File: config.mk
export PLATFORM = sky130hd
export DESIGN_NAME = mult_div_unit
export DESIGN_NICKNAME = d
export VERILOG_FILES = /design/src/rtl/mult_div_pkg.sv /design/src/rtl/mult_div_unit_div_step.sv /design/src/rtl/mult_div_unit.sv
export SDC_FILE = /design/constraint.sdc
export NUM_CORES = 1
export LEC_CHECK = 0
export ABC_CLOCK_PERIOD_IN_PS = 9300
export CAP_MARGIN = 20
export CORE_AREA = 2 2 182 184
export DETAILED_ROUTE_END_ITERATION = 8
export DIE_AREA = 0 0 184 186
export SYNTH_ARGS = -nofsm -noshare
export SYNTH_HDL_FRONTEND = slang
export SYNTH_SLANG_ARGS = --single-unit
File: constraint.sdc
create_clock -name clk -period 9.3 [get_ports clk]
set_input_delay 2.79 -clock clk [delete_from_list [all_inputs] [get_ports clk]]
set_output_delay 2.79 -clock clk [all_outputs]
set_load 0.02 [all_outputs]
File: src/rtl/mult_div_pkg.sv
// Shared definitions for the multicycle multiply/divide unit.
// Latency: n/a (declarations only).
// Backpressure: n/a.
package mult_div_pkg;

    localparam logic [1:0] OP_MULT  = 2'b00;
    localparam logic [1:0] OP_MULTU = 2'b01;
    localparam logic [1:0] OP_DIV   = 2'b10;
    localparam logic [1:0] OP_DIVU  = 2'b11;

    typedef enum logic [1:0] {
        IDLE = 2'd0,
        RUN  = 2'd1,
        FIX  = 2'd2,
        DZ   = 2'd3
    } state_t;

endpackage

File: src/rtl/mult_div_unit_div_step.sv
// One restoring-division iteration on unsigned magnitudes.
// Latency: combinational.
// Backpressure: none.
// Ports: rem_in (partial remainder, always < divisor), dividend_bit (next
// dividend bit shifted in), divisor; rem_out (new remainder), q_bit.
module div_step #(
    parameter int WIDTH = 32
) (
    input  logic [WIDTH-1:0] rem_in,
    input  logic             dividend_bit,
    input  logic [WIDTH-1:0] divisor,
    output logic [WIDTH-1:0] rem_out,
    output logic             q_bit
);

    logic [WIDTH:0] trial;
    logic [WIDTH:0] diff;

    // trial < 2*divisor, so after a successful subtract the result fits in
    // WIDTH bits again; the extra bit only matters for the compare.
    always_comb begin
        trial   = {rem_in, dividend_bit};
        diff    = trial - {1'b0, divisor};
        q_bit   = (trial >= {1'b0, divisor});
        rem_out = q_bit ? diff[WIDTH-1:0] : trial[WIDTH-1:0];
    end

endmodule

File: src/rtl/mult_div_unit.sv
// Multicycle signed/unsigned multiply and divide producing the HI/LO pair.
// Latency: WIDTH+1 edges from the accepting edge; 1 edge for divide-by-zero
//   (and for any divide when MULT_DIV_UNIT_DIV_EN is undefined).
// Backpressure: start and wr_hi/wr_lo are ignored while busy.
// Ports: clk, rst (sync, active high); start/op/a/b request; wr_hi/wr_lo/
// wr_data direct HI/LO writes; busy, done, div_zero status; hi, lo results.
// Build option: define MULT_DIV_UNIT_DIV_EN to include the divide datapath.
module mult_div_unit
    import mult_div_pkg::*;
#(
    parameter int WIDTH = 32
) (
    input  logic             clk,
    input  logic             rst,
    input  logic             start,
    input  logic [1:0]       op,
    input  logic [WIDTH-1:0] a,
    input  logic [WIDTH-1:0] b,
    input  logic             wr_hi,
    input  logic             wr_lo,
    input  logic [WIDTH-1:0] wr_data,
    output logic             busy,
    output logic             done,
    output logic             div_zero,
    output logic [WIDTH-1:0] hi,
    output logic [WIDTH-1:0] lo
);

    localparam int CW = $clog2(WIDTH) + 1;

    state_t             state, state_nxt;
    logic [2*WIDTH-1:0] acc;        // mult: {partial product, multiplier}; div: {remainder, dividend/quotient}
    logic [WIDTH-1:0]   opnd_b;     // multiplicand or divisor magnitude
    logic [CW-1:0]      cnt;
    logic               neg_lo;     // product sign, or quotient sign for divides

    logic               is_signed, is_div, a_neg, b_neg;
    logic [WIDTH-1:0]   a_mag, b_mag;
    logic               load, step, fin, idle_wr, done_set, dz_set;
    logic [WIDTH:0]     add_sum;
    logic [2*WIDTH-1:0] acc_step, prod_fix;
    logic [WIDTH-1:0]   res_hi, res_lo;

`ifdef MULT_DIV_UNIT_DIV_EN
    logic               op_div;
    logic               neg_hi;     // remainder follows the dividend sign
    logic [WIDTH-1:0]   div_rem;
    logic               div_q;

    div_step #(.WIDTH(WIDTH)) u_div_step (
        .rem_in       (acc[2*WIDTH-1:WIDTH]),
        .dividend_bit (acc[WIDTH-1]),
        .divisor      (opnd_b),
        .rem_out      (div_rem),
        .q_bit        (div_q)
    );
`endif

    // Operand decode; the most-negative value maps to its unsigned magnitude.
    always_comb begin
        is_signed = (op == OP_MULT) || (op == OP_DIV);
        is_div    = (op == OP_DIV) || (op == OP_DIVU);
        a_neg     = is_signed && a[WIDTH-1];
        b_neg     = is_signed && b[WIDTH-1];
        a_mag     = a_neg ? -a : a;
        b_mag     = b_neg ? -b : b;
    end

    // FSM: state register
    always_ff @(posedge clk) begin
        if (rst) state <= IDLE;
        else     state <= state_nxt;
    end

    // FSM: next state
    always_comb begin
        state_nxt = state;
        case (state)
            IDLE: begin
                if (start) begin
`ifdef MULT_DIV_UNIT_DIV_EN
                    state_nxt = (is_div && (b == '0)) ? DZ : RUN;
`else
                    state_nxt = is_div ? DZ : RUN;
`endif
                end
            end
            RUN:     if (cnt == CW'(WIDTH - 1)) state_nxt = FIX;
            FIX:     state_nxt = IDLE;
            DZ:      state_nxt = IDLE;
            default: state_nxt = IDLE;
        endcase
    end

    // FSM: outputs and datapath controls
    always_comb begin
        busy     = (state != IDLE);
        load     = (state == IDLE) && start;
        step     = (state == RUN);
        fin      = (state == FIX);
        idle_wr  = (state == IDLE);
        done_set = (state == FIX) || (state == DZ);
`ifdef MULT_DIV_UNIT_DIV_EN
        dz_set   = (state == DZ);
`else
        dz_set   = 1'b0;
`endif
    end

    // One iteration: shift-add for multiply, restoring step for divide.
    always_comb begin
        add_sum  = {1'b0, acc[2*WIDTH-1:WIDTH]} + (acc[0] ? {1'b0, opnd_b} : {(WIDTH+1){1'b0}});
        acc_step = {add_sum, acc[WIDTH-1:1]};
`ifdef MULT_DIV_UNIT_DIV_EN
        if (op_div) acc_step = {div_rem, acc[WIDTH-2:0], div_q};
`endif
    end

    // Sign correction applied in FIX.
    always_comb begin
        prod_fix = neg_lo ? -acc : acc;
        res_hi   = prod_fix[2*WIDTH-1:WIDTH];
        res_lo   = prod_fix[WIDTH-1:0];
`ifdef MULT_DIV_UNIT_DIV_EN
        if (op_div) begin
            res_lo = neg_lo ? -acc[WIDTH-1:0] : acc[WIDTH-1:0];
            res_hi = neg_hi ? -acc[2*WIDTH-1:WIDTH] : acc[2*WIDTH-1:WIDTH];
        end
`endif
    end

    // Architected state: HI/LO and the completion pulses.
    always_ff @(posedge clk) begin
        if (rst) begin
            hi       <= '0;
            lo       <= '0;
            done     <= 1'b0;
            div_zero <= 1'b0;
        end else begin
            done     <= done_set;
            div_zero <= dz_set;
            if (idle_wr && wr_hi) hi <= wr_data;
            if (idle_wr && wr_lo) lo <= wr_data;
            if (fin) begin
                hi <= res_hi;
                lo <= res_lo;
            end
        end
    end

    // Working registers; only meaningful between load and FIX.
    always_ff @(posedge clk) begin
        if (load) begin
            acc    <= {{WIDTH{1'b0}}, a_mag};
            opnd_b <= b_mag;
            cnt    <= '0;
            neg_lo <= a_neg ^ b_neg;
`ifdef MULT_DIV_UNIT_DIV_EN
            neg_hi <= a_neg;
            op_div <= is_div;
`endif
        end else if (step) begin
            acc <= acc_step;
            cnt <= cnt + CW'(1);
        end
    end

endmodule

==> impl_summary.txt <==
----------------------------------------------------
[Outcome]
  Outcome ... complete, no violations

[Detailed routing]
  Vias per Instance ... 5.48
  Post-route DRC ... 0
  Highest metal used ... met4
  Antenna violation net count after detailed routing ... 0
  Met2 WL post-DR ... 15.2 mm
  Final wirelength ... 34.6 mm
  TritonRoute pass-1 iters ... 5
  Routed wire length on met3 ... 2.16 mm
  Length of routed wiring on met1 ... 16.6 mm
  Total via count after detailed routing ... around 10000
  Initial detailed-routing violation count ... 945
  Drt wl/cell ... roughly 18 um

[Synthesis]
  Area share of xor/xnor cells in the synthesized design ... between 10 and 15%
  Main flop type after synthesis ... dfxtp_1
  Largest family of logic cells by synthesized area ... compound AO/OA/AOI/OAI gates
  Fraction of registers with async set/reset ... 0%
  Post-synthesis simple-gate area fraction ... 21.8%
  Adder-cell share of the synthesized area ... between 4 and 5%
  Number of flops mapped to enable cells by yosys ... 65
  Multiplexer area fraction after synthesis ... less than 1%
  Gate Count Post-Synth ... 1366
  Mean post-synth cell area ... between 8 and 9 sq um
  Flop and latch count out of synthesis ... 170
  Cell area after synthesis ... between 10000 and 15000 sq um
  Share of the yosys chip area belonging to registers ... a little over a third
  Yosys warnings ... 0
  Unique cell type count in the Yosys netlist ... 72
  Area fraction in compound gates after synthesis ... about 23%
  Net count after synthesis ... about 1500

[Job]
  Max-cap violation count ... 0

[Timing]
  Count of final hold-check violations ... 0
  Setup repair after global routing missed its margin ... false
  Worst rel slew slack ... 29.5%
  Setup Skew ... between 0.02 and 0.025 ns
  Min cycle time layout ... 5.54 ns
  Fmax achieved ... 0.181 GHz
  Setup tns final ... 0 ns
  Setup Viol. Count Final ... 0
  Smallest hold slack ... about 0.46 ns
  Tightest Pin Transition ... about 1.1 ns
  Final clock period utilization by the worst path ... 59.5%
  Max-slew violation count ... 0

[Placement]
  Port Buffers ... around 170
  Post-detailed-placement half-perimeter wirelength ... 26.9 mm
  Final weighted congestion in routability-driven placement ... a little under 0.9

[Critical path]
  Critical path required time ... 9.46 ns
  Arrival time of the worst setup path ... approximately 5.7 ns
  Crit path from ... a[0]
  Worst Setup Start Kind ... input port
  Worst R2R Start ... acc[0]
  Start-to-end type of the worst setup path ... input port to register
  Critical path endpoint category ... register
  CP max FO ... 5

[Floorplan]
  I/O Pins ... 170
  Row count ... 66
  Die area ... 34200 sq um
  Chip Width ... ~180 um
  Die outline height ... 186 um
  Floorplan core area ... approximately 32000 sq um
  Initial cell density of the core ... around 35%

[Finish]
  Net count reported at finish ... 1622
  Storage element area ... between 4000 and 5000 sq um
  Fillcell total ... about 3200
  Area of the multi-input gates ... 6710 sq um
  Share of layout cells above drive strength 1 ... roughly 4.6%
  Area growth from synthesis to layout ... 22.7%

[Global routing]
  Number of antenna violations at the first check in global routing ... 2
  Largest net degree at the start of global routing ... 70
  Global-route wire length before repair ... around 54 mm
  Vias in the first global route ... about 9600
  Global-route usage over all layers ... 20.2%
  Remaining global-route overflow ... 0

[Clocking]
  TritonCTS clock tree ... built
  CTS resizes ... 0
  Count of buffers added by post-CTS timing repair for setup ... 0
  H-Tree Depth ... 4
  Clock latency reported for the late side of the worst-skew pair ... about 0.45 ns
  Number of buffers inserted by hold repair at cts ... 0
  CTS clock-pin slew for the worst setup and hold paths ... ~0.07 ns
  Number of clock sinks ... 170
  Longest Clk Path Bufs ... 2
  Number of buffers inserted during clock tree synthesis ... 17
  Root Buffer Master ... clkbuf_16

[Power]
  Pwr Total ... roughly 2.8 mW
  Power per standard cell area ... just over 200 nW/um^2
  Worst supply voltage drop on vdd ... about 150 uV
  Leakage ... 5.15 nW

[Worst hold path]
  Hold Path Class ... register to register
  Worst Min Path Start ... hi[9]

----------------------------------------------------
## worst paths after layout
check            end  cells past startpoint  slack, ns
max          acc[26]                     10       3.76
max reg2reg  acc[61]                     11       5.16
min reg2reg    hi[9]                      2       0.46
min            hi[9]                      2       0.46
## per-stage QoR
step           instance area, sq um  setup WS [ns]  util, %  instances
2_1_floorplan                 11200           4.40        -       1366
3_3_place_gp                  13100           3.16     40.7       1870
3_5_place_dp                  13100           3.35     40.8       1871
4_1_cts                       13700           3.82     42.5       1902
5_1_grt                       13700           3.55     42.5       1904
6_report                      13700           3.76     42.5       1904
## sequential cells by signal, summed over array words and instances (netlist names)
register / count
acc: 64
hi: 32
lo: 32
opnd_b: 32
cnt: 6
state: 2
done: 1
neg_lo: 1
## layer usage
| metal | vias up | GRT usage [%] |
|---|---|---|
| met2 | 356 | 32.0 |
| li1 | 5201 | - |
| met3 | 39 | 2.92 |
| met1 | 4833 | 28.6 |
| met5 | - | 0 |
| met4 | 0 | 6.08 |
## synth_stat cells, drive strengths merged (33+ instances only)
cell	instances	share of area [%]
xor2	84	6.6
nor2	143	4.8
nand2	162	5.4
nor3	33	1.5
dfxtp	105	19
a211oi	36	2.4
a21oi	112	5.0
and2	35	2.0
xnor2	59	4.6
ha	36	4.0
clkbuf	75	2.5
o21ai	104	4.7
edfxtp	65	17
## cell families after synthesis
group | Yosys count
XOR/XNOR | 143
AO/OA/AOI/OAI | 400
adder cells (fa/ha/maj) | 37
buffers and inverters | 105
AND/OR/NAND/NOR | 507
multiplexers | 3
other | 1
flip-flops | 170
## cell usage in the layout (no fill, tap or decap), types with 7 or more instances in the layout
cell type,n
and2_1,35
and3_1,7
or3_1,17
nor3_1,33
o21ai_0,104
ha_1,36
a211oi_1,36
o31ai_1,22
dfxtp_1,105
nor2b_1,8
xnor2_1,59
clkdlybuf4s50_1,167
nor4_1,15
nand2_1,161
inv_1,24
o41ai_1,13
a31oi_1,11
xor2_1,84
nand4_1,18
nand3_1,15
o22ai_1,21
a21oi_1,112
buf_4,8
nand2b_1,13
or2_2,8
or4_1,10
edfxtp_1,65
a21o_1,25
nor2_1,143
clkbuf_16,17
## report_power, final
part	internal, mW	switching, mW	total [mW]
combinational	0.406	0.583	0.989
sequential	0.912	0.171	1.08
clock	0.374	0.328	0.702
total	1.69	1.08	2.77
## critical path, stage by stage
cell and delay [ns]:
clkdlybuf4s50_1 0.49, inv_1 0.09, ha_1 0.16, nor3b_1 0.44
nand3b_1 0.21, nor3_1 0.61, nand3_1 0.30, o41ai_1 0.37
xor2_1 0.17, o21ai_0 0.08
## cell type report
type / instances / area share (%)
well taps: 408 / 3.73
clock inverters: 14 / 0.995
inverters: 25 / 0.685
flip-flops and latches: 170 / 29.6
repair buffers: 177 / 12.9
multi-input cells: 1091 / 49.0
diodes: 2 / 0.0365
clock buffers: 17 / 3.11
No activity file was read; power rests on OpenSTA's default activity.
